<file path="src/rtl/dcache_pkg.sv">
// Shared field layout, FSM states and tag-entry format for the L1 data cache.
package dcache_pkg;
   localparam int LINES     = 16;
   localparam int LINE_BITS = 256;
   localparam int ADDR_W    = 32;
   localparam int WORD_W    = 32;
   localparam int WSEL_LSB  = 2;
   localparam int WSEL_W    = 3;
   localparam int IDX_LSB   = 5;
   localparam int IDX_W     = $clog2(LINES);
   localparam int TAG_LSB   = IDX_LSB + IDX_W;
   localparam int TAG_W     = ADDR_W - TAG_LSB;
   localparam int ENT_W     = TAG_W + 2;

   typedef enum logic [1:0] {IDLE, WRITEBACK, REFILL, DONE} state_e;

   typedef struct packed {
      logic             valid;
      logic             dirty;
      logic [TAG_W-1:0] tag;
   } tag_entry_t;
endpackage

</file>
<file path="src/rtl/dcache_sram.sv">
// Tag + line storage: combinational read by index, synchronous full-line or single-word write.
// Only the tag entries are reset; line data is meaningless while its entry is invalid.
module dcache_sram
   import dcache_pkg::*;
(
   input  logic                 clk_i,
   input  logic                 rst_i,
   input  logic [IDX_W-1:0]     idx_i,
   output logic [ENT_W-1:0]     rd_ent_o,
   output logic [LINE_BITS-1:0] rd_line_o,
   input  logic                 line_we_i,
   input  logic [LINE_BITS-1:0] line_dat_i,
   input  logic [TAG_W-1:0]     line_tag_i,
   input  logic                 word_we_i,
   input  logic [WSEL_W-1:0]    word_sel_i,
   input  logic [WORD_W-1:0]    word_dat_i
);
   tag_entry_t           ent_q  [LINES];
   logic [LINE_BITS-1:0] line_q [LINES];

   assign rd_ent_o  = ent_q[idx_i];
   assign rd_line_o = line_q[idx_i];

   always_ff @(posedge clk_i or negedge rst_i) begin
      if (!rst_i) begin
         for (int i = 0; i < LINES; i++) ent_q[i] <= '0;
      end else if (line_we_i) begin
         ent_q[idx_i] <= '{valid: 1'b1, dirty: 1'b0, tag: line_tag_i};
      end else if (word_we_i) begin
         ent_q[idx_i].dirty <= 1'b1;
      end
   end

   always_ff @(posedge clk_i) begin
      if (line_we_i) begin
         line_q[idx_i] <= line_dat_i;
      end else if (word_we_i) begin
         line_q[idx_i][word_sel_i*WORD_W +: WORD_W] <= word_dat_i;
      end
   end
endmodule

</file>
<file path="src/rtl/dcache_ctrl.sv">
// Direct-mapped write-back L1 D-cache controller: 0-cycle hits, combinational stall on miss.
// Miss = optional write-back + refill over a single-outstanding memory port, then one DONE cycle.
module dcache_ctrl
   import dcache_pkg::*;
(
   input  logic                 clk_i,
   input  logic                 rst_i,
   input  logic                 cpu_req_i,
   input  logic                 cpu_write_i,
   input  logic [ADDR_W-1:0]    cpu_addr_i,
   input  logic [WORD_W-1:0]    cpu_data_i,
   output logic [WORD_W-1:0]    cpu_data_o,
   output logic                 cpu_stall_o,
   output logic                 mem_enable_o,
   output logic                 mem_write_o,
   output logic [ADDR_W-1:0]    mem_addr_o,
   output logic [LINE_BITS-1:0] mem_data_o,
   input  logic [LINE_BITS-1:0] mem_data_i,
   input  logic                 mem_ack_i
);
   state_e               state_q, state_d;
   logic [IDX_W-1:0]     idx;
   logic [TAG_W-1:0]     tag;
   logic [WSEL_W-1:0]    wsel;
   logic [ENT_W-1:0]     ent_raw;
   tag_entry_t           ent;
   logic [LINE_BITS-1:0] line;
   logic                 hit, line_we, word_we;
   logic                 unused_addr_lsb;

   assign idx             = cpu_addr_i[IDX_LSB +: IDX_W];
   assign tag             = cpu_addr_i[TAG_LSB +: TAG_W];
   assign wsel            = cpu_addr_i[WSEL_LSB +: WSEL_W];
   assign unused_addr_lsb = ^cpu_addr_i[WSEL_LSB-1:0];
   assign ent             = tag_entry_t'(ent_raw);

   assign hit         = cpu_req_i & ent.valid & (ent.tag == tag);
   assign cpu_stall_o = cpu_req_i & ~hit;
   assign cpu_data_o  = hit ? line[wsel*WORD_W +: WORD_W] : '0;

   // Stores complete as ordinary hits, including the DONE cycle after a refill.
   assign word_we = hit & cpu_write_i;
   assign line_we = (state_q == REFILL) & mem_ack_i;

   dcache_sram u_sram (
      .clk_i      (clk_i),
      .rst_i      (rst_i),
      .idx_i      (idx),
      .rd_ent_o   (ent_raw),
      .rd_line_o  (line),
      .line_we_i  (line_we),
      .line_dat_i (mem_data_i),
      .line_tag_i (tag),
      .word_we_i  (word_we),
      .word_sel_i (wsel),
      .word_dat_i (cpu_data_i)
   );

   always_ff @(posedge clk_i or negedge rst_i) begin
      if (!rst_i) state_q <= IDLE;
      else        state_q <= state_d;
   end

   always_comb begin
      state_d = state_q;
      case (state_q)
         IDLE:      if (cpu_stall_o) state_d = (ent.valid & ent.dirty) ? WRITEBACK : REFILL;
         WRITEBACK: if (mem_ack_i)   state_d = REFILL;
         REFILL:    if (mem_ack_i)   state_d = DONE;
         DONE:      state_d = IDLE;
         default:   state_d = IDLE;
      endcase
   end

   // The victim shares the request's index, so the tag read for the request is the victim tag.
   always_comb begin
      mem_enable_o = 1'b0;
      mem_write_o  = 1'b0;
      mem_addr_o   = '0;
      mem_data_o   = '0;
      case (state_q)
         WRITEBACK: begin
            mem_enable_o = 1'b1;
            mem_write_o  = 1'b1;
            mem_addr_o   = {ent.tag, idx, 5'b0};
            mem_data_o   = line;
         end
         REFILL: begin
            mem_enable_o = 1'b1;
            mem_addr_o   = {tag, idx, 5'b0};
         end
         default: ;
      endcase
   end
endmodule

</file>
<file path="config.mk">
export PLATFORM = sky130hd
export DESIGN_NAME = dcache_ctrl
export DESIGN_NICKNAME = d
export VERILOG_FILES = /design/src/rtl/dcache_pkg.sv /design/src/rtl/dcache_sram.sv /design/src/rtl/dcache_ctrl.sv
export SDC_FILE = /design/constraint.sdc
export NUM_CORES = 2
export LEC_CHECK = 0
export CAP_MARGIN = 20
export CELL_PAD_IN_SITES_DETAIL_PLACEMENT = 0
export CELL_PAD_IN_SITES_GLOBAL_PLACEMENT = 1
export CORE_MARGIN = 2
export CORE_UTILIZATION = 40
export CTS_BUF_LIST = sky130_fd_sc_hd__clkbuf_8 sky130_fd_sc_hd__clkbuf_16
export DETAILED_ROUTE_END_ITERATION = 8
export PLACE_DENSITY = 0.66
export SLEW_MARGIN = 40
export SYNTH_ARGS = -nofsm -noshare
export SYNTH_HDL_FRONTEND = slang
export SYNTH_SLANG_ARGS = --single-unit
</file>
<file path="constraint.sdc">
create_clock -name clk_i -period 10.6 [get_ports clk_i]
set_input_delay 3.18 -clock clk_i [delete_from_list [all_inputs] [get_ports clk_i]]
set_output_delay 3.18 -clock clk_i [all_outputs]
set_load 0.01 [all_outputs]
</file>
After elaboration in Yosys (flattened, before gate mapping). Memory sizes are Yosys's and may differ from the RTL's. Index checks and enable logic that the tools add are counted.

Output and inout port bits: 323. Input bits: 325. Logic and storage cells: 614. Latch bits: 0. Bits in registers: 402. Bits in writable memories: 4096. Memories: 1. ROM bits: 0.

Memories: u_sram.line_q (depth 16, width 256, rd ports 1, clocked after Yosys merged registers in 0, wr ports 1, line dcache_sram.sv:19) `logic [LINE_BITS-1:0] line_q [LINES];`.

Reductions and logical operators: 5. Bitwise operators: 264. $add $sub $neg: 1. Shift-type cells: 3. Mux-type cells: 282. Equal/unequal tests: 7. $mul: 0. Divide/modulo/power cells: 0. Magnitude comparators: 2.

Operators with widths (count): bitwise mux 400 bit (2); 2-to-1 mux 400 bit (2); 2-to-1 mux 256 bit (2); 2-to-1 mux 1 bit (262); OR 1 bit (256); variable shift 32 x 34 -> 256 bit (first input constant) (1); indexed part select 256 x 9 -> 32 bit (1); indexed part select 32 x 34 -> 256 bit (1); demux 25 bit (select 4 bit) (2); binary-select mux 25 bit (select 4 bit) (1); 2-to-1 mux 25 bit (3); one-hot mux 32 bit (2 select lines) (1); negation 8 -> 34 bit (1); 2-to-1 mux 32 bit (1); 2-to-1 mux 24 bit (1); == test 23 bit (1); 2-to-1 mux 2 bit (4); one-hot mux 2 bit (4 select lines) (1); bitwise AND 1 bit (6); != test 2 bit (second input constant) (3); >= comparator 5 bit (second input constant) (1); < comparator 5 x 1 -> 1 bit (second input constant) (1); inverter 4 -> 5 bit (1); == test 2 bit (second input constant) (2); 7 further kinds (7).

Longest topological paths before layout.
Depth after elaboration: 11. Mapped depth: 17. Mapped depth without buffers: 9.

Hierarchy. Synthesis repeated with hierarchy kept, for this count alone.

Cell total of the unflattened synthesis: 8502. Area, all modules: 179578.5 µm².

By module, submodules not included: dcache_sram (cells an instance 7942, instances 1, area an instance 174966.6 µm², seq. area each 133007.6 µm²); dcache_ctrl (cells an instance 560, instances 1, area an instance 4611.9 µm², seq. area each 50.0 µm²).

Least setup slack after synthesis. Ideal clock, no wire load.

Path kind: input to output. From: input cpu_addr_i[6]. To: output cpu_data_o[29]. Arrival: 6.838 ns. Cell stages on the path: 14. Buffers on the path: 6. Path slack: 0.582 ns. Data required time: 7.420 ns. Cell sequence: buf_2 buf_1 buf_2 mux4_2 a22oi_1 nand2_1 xnor2_1 nand2_1 or4_1 or4_4 buf_6 buf_2 buf_1 a2111oi_0.

Longest elaborated chain between the ends: 7. Elaborated cells between the ends (all ways): 10. Those cells by class: 1 x eq/ne; 1 x shift; 4 x mux; 3 x bitwise; 1 x memory.

Ends and longest elaborated chain: start, declared (line dcache_ctrl.sv:10) `input logic [ADDR_W-1:0] cpu_addr_i,`; branches (longest 6 deep; another with memory read (16 x 256 bit)); 2-to-1 mux 32 bit * (line dcache_ctrl.sv:39) `assign cpu_data_o = hit ? line[wsel*WORD_W +: WORD_W] : '0;`; end, declared (line dcache_ctrl.sv:12) `output logic [WORD_W-1:0] cpu_data_o,`.

Mark *: on every way between the ends. The select of a mux whose other input is x is not followed.

Final worst setup path.
From: input cpu_addr_i[6]. To: output cpu_data_o[16].

Same word-level chain as after synthesis.

==> results.md <==
* Worst hold path type: register to register
* Worst VDD drop at 0.1417 mV
* Vias at 95,742
* Max-slew violations at 0
* Internal power at 32,080 uW
* Status: complete, but fails checks
* Vias in the first global route at 94,116
* CTS root buffer: clkbuf_16
* Maxcap violations at 0
* HP Start: u_sram.ent_q[99]
* Sw Pwr at 10,460 uW
* Largest family of logic cells by synthesized area: multiplexers
* DRT iter0 DRCs at 12,828
* Mux cell area share after synthesis at 0.2150
* Period utilization at 1.002
* R2R Path End: u_sram.line_q[10][133]
* Num CTS Buffers at 443
* Violations in the final reports: negative setup slack
* Part of the power in the clock network at 0.376
* Number of flops mapped to enable cells by yosys at 4,096
* Synth Warn # at 0
* Fmax at 94.20 MHz
* Final hold vios at 0
* Die ar. at 458,600 um^2
* I/O pins at 648
* Clk Latency, worst-skew pair at 1.05 ns
* Post-synthesis sequential area ratio at 0.7340
* Post-synthesis cell type count at 72
* Post-DR vias/cell at 5.925
* First-pass GRT wire length at 806,600 um
* WP data arrival at 7.44 ns
* Die W at 677.2 um
* Final setup fails at 1
* GRT overflow at 0
* Synth Area in Adders at 0.0006212
* Startpoint types: primary input
* Die height at 677.2 um
* DP Area at 201,900 um^2
* Layout Utilization at 0.4831
* Area grow syn2layout at 20.40%
* FF+latch count, synth at 4,498
* Crit-path most repeated cell: buf_12
* Drt drc at 0
* Endpoint, Worst Hold: u_sram.ent_q[99]
* Slowest cell on crit path: mux4_2
* Setup slack, reg-to-reg at 5.01 ns
* Unrepaired setup endpoints after global routing: yes
* Pwr dens at 194.9 nW/um^2
* Critical Path Max Stage Delay at 0.65 ns
* Final #Nets at 9,997
* CTS tree: done
* Register Area at 133,100 um^2
* Crit. End Element: primary output
* Simple-gate share of the synthesized area at 0.02430
* CP max FO at 82
* Initial core utilization at 0.4012
* Post-synthesis compound-gate area fraction at 0.01037
* Mean Syn Cell Area at 21.71 um^2
* Drt first pass iters at 5
* Crit-path cells: buf_8 -> buf_12 -> buf_12 -> buf_12 -> mux4_2 -> mux4_2 -> mux4_2 -> nor2_1 -> a2111oi_4 -> buf_12 -> clkdlybuf4s50_1
* Most used DFF post-synth: edfxtp_1
* Depth of the worst register-to-register path at 13
* Finished Cell Area at 218,300 um^2
* GR Util All Layers at 0.2573
* Multi-input logic area at 47,450 um^2
* Filler Cells Inserted at 36,657
* Final worst slack at -0.01603 ns
* Pleak at 0.07203 uW
* IO Port Bufs at 640
* Netlist area before placement at 181,300 um^2
* WL per Instance at 37.42 um
* Largest net degree at the start of global routing at 147
* Critical Path RT at 7.42 ns
* Flop pwr share at 0.488
* Share of layout cells above drive strength 1 at 0.3623
* Syn Inst Count at 8,350
* Period minus WS final at 10.62 ns
* Post-synth top cells: 4,096 x edfxtp_1, 1,379 x mux4_2, 518 x mux2_2, 402 x dfrtp_1, 363 x clkbuf_1
* Post-detailed-route count of antenna-violating nets at 0
* Clk buf depth at 4
* Count leader, synth: edfxtp_1
* Hold_buf cts at 0
* Core ar. at 451,800 um^2
* CTS clk-pin slew, worst paths at 0.06 ns
* Clock Skew at 0.06092 ns
* Synth top area share at 0.6785
* Switching share of power at 0.2459
* Detail Placement HPWL at 407,200 um
* H-tree depth at 5
* Row cnt at 247
* Cell taking the most area after synthesis: edfxtp_1
* Gate power share at 0.136
* Placer Congestion at 0.9069
* WHS Path Cells at 1
* Relative slew slack at 0.3023
* Area contributors post-synth: edfxtp_1 68%, mux4_2 17%, dfrtp_1 5.5%, mux2_2 3.2%, and2_1 0.92%
* Initial antenna violation count at 105
* RR Startpoint: u_sram.ent_q[132]
* Synth Area in XOR/XNOR at 0.001449
* Crit Path Class: primary input to primary output
* Routed wire length at 604,600 um
* Slew at the pin closest to its max-slew limit at 1.043 ns
* Fraction of registers with async set/reset at 0.08937
* Num Clock Sinks at 4,498
-- worst max-delay path by stage --
stage                        from             end  slack (ns)  depth (start not counted)
floorplan           cpu_addr_i[6]  cpu_data_o[29]        0.58                         14
CTS                 cpu_addr_i[5]  cpu_data_o[30]       -0.10                         11
global route        cpu_addr_i[5]  cpu_data_o[21]       -0.02                         12
detailed placement  cpu_addr_i[5]  cpu_data_o[26]       -0.65                         14
global placement    cpu_addr_i[5]  cpu_data_o[25]       -0.87                         13
finish              cpu_addr_i[6]  cpu_data_o[16]       -0.02                         11
-- cells by family (layout without fill, tap and decap cells) --
logic type / Yosys count / count (layout)
fa+ha+maj: 9 / 9
mux: 2077 / 2077
buf+inv: 600 / 2282
compound gates: 257 / 257
simple gates: 878 / 878
xor+xnor: 30 / 30
other cells: 1 / 151
flops: 4498 / 4498
-- area by class of cell --
cell class / instances / share of cell area
Sequential cell: 4498 / 0.6096
Multi-Input combinational cell: 3256 / 0.2174
Timing Repair Buffer: 1416 / 0.06876
Clock buffer: 462 / 0.05225
Tap cell: 5976 / 0.03426
Clock inverter: 356 / 0.01517
Antenna cell: 146 / 0.001674
Inverter: 48 / 0.0008828
-- worst max-delay path: cells and delay by family --
family                 cells  cell delay [ns]
buffers and inverters      6             1.74
AOI/OAI and AO/OA          1             0.09
and+or+nand+nor            1             0.25
muxes                      3             1.71
-- sequential cells by signal (all words and copies together) (netlist names) --
signal,count
u_sram.line_q,4096
u_sram.ent_q,400
state_q,2
-- power groups by stage --
stage	Sequential, uW	Combinational, uW	Clock (uW)
finish	20800	5770	16000
detailed placement	21100	5670	0
global placement	21100	5490	0
floorplan	21000	2890	0
CTS	20800	5730	16100
global route	20900	6010	16800
-- through the flow --
stage	power (uW)	setup slack [ns]	cells	setup TNS (ns)	hold slack (ns)
after floorplan	23870	0.5818	8354	0	0.4287
after global placement	26540	-0.8706	15095	-17.29	0.4439
after detailed placement	26810	-0.6457	15160	-14.60	0.4494
after CTS	42640	-0.1050	15987	-0.5449	0.4636
after global routing	43670	-0.02070	16105	-0.06705	0.4797
final	42540	-0.01603	16158	-0.01603	0.4649
-- what timing repair did --
action	4_1_cts	5_1_grt
resized for setup	65	44
gates cloned	5	5
endpoints found under the setup margin	30	22
pin swaps	8	8
setup buffers	4	15
-- cells in the final DEF, fill, tap and decap left out, types with 14 or more instances in the layout --
cell type and count:
clkdlybuf4s50_1 614, nor2_2 33, nand2b_1 34, nor2_4 87, clkinvlp_4 18, bufinv_16 55
nor2_1 133, clkinv_1 94, o21ai_0 32, dfrtp_1 402, clkinv_2 76, a22oi_1 44
mux2_2 518, clkbuf_16 453, buf_16 50, edfxtp_1 4096, buf_4 576, buf_8 38
xnor2_1 16, a2111oi_4 19, mux2i_1 80, buf_12 105, a21oi_4 20, and2_1 265
nor3_1 23, nand2_1 176, mux2_1 60, mux4_2 1380, nor2b_1 30, clkbuf_8 14
diode_2 146, inv_1 121, o22ai_1 27, mux2i_2 20, nand2b_2 16, o21ba_2 32
-- metal layers --
layer	track usage	up-vias	routed length, um
li1	-	37529	-
met1	0.3306	51914	221100
met2	0.3976	5279	281400
met3	0.06626	1000	60670
met4	0.1506	20	41050
met5	0	-	355
Note: power is estimated with default switching activity, not from simulation.
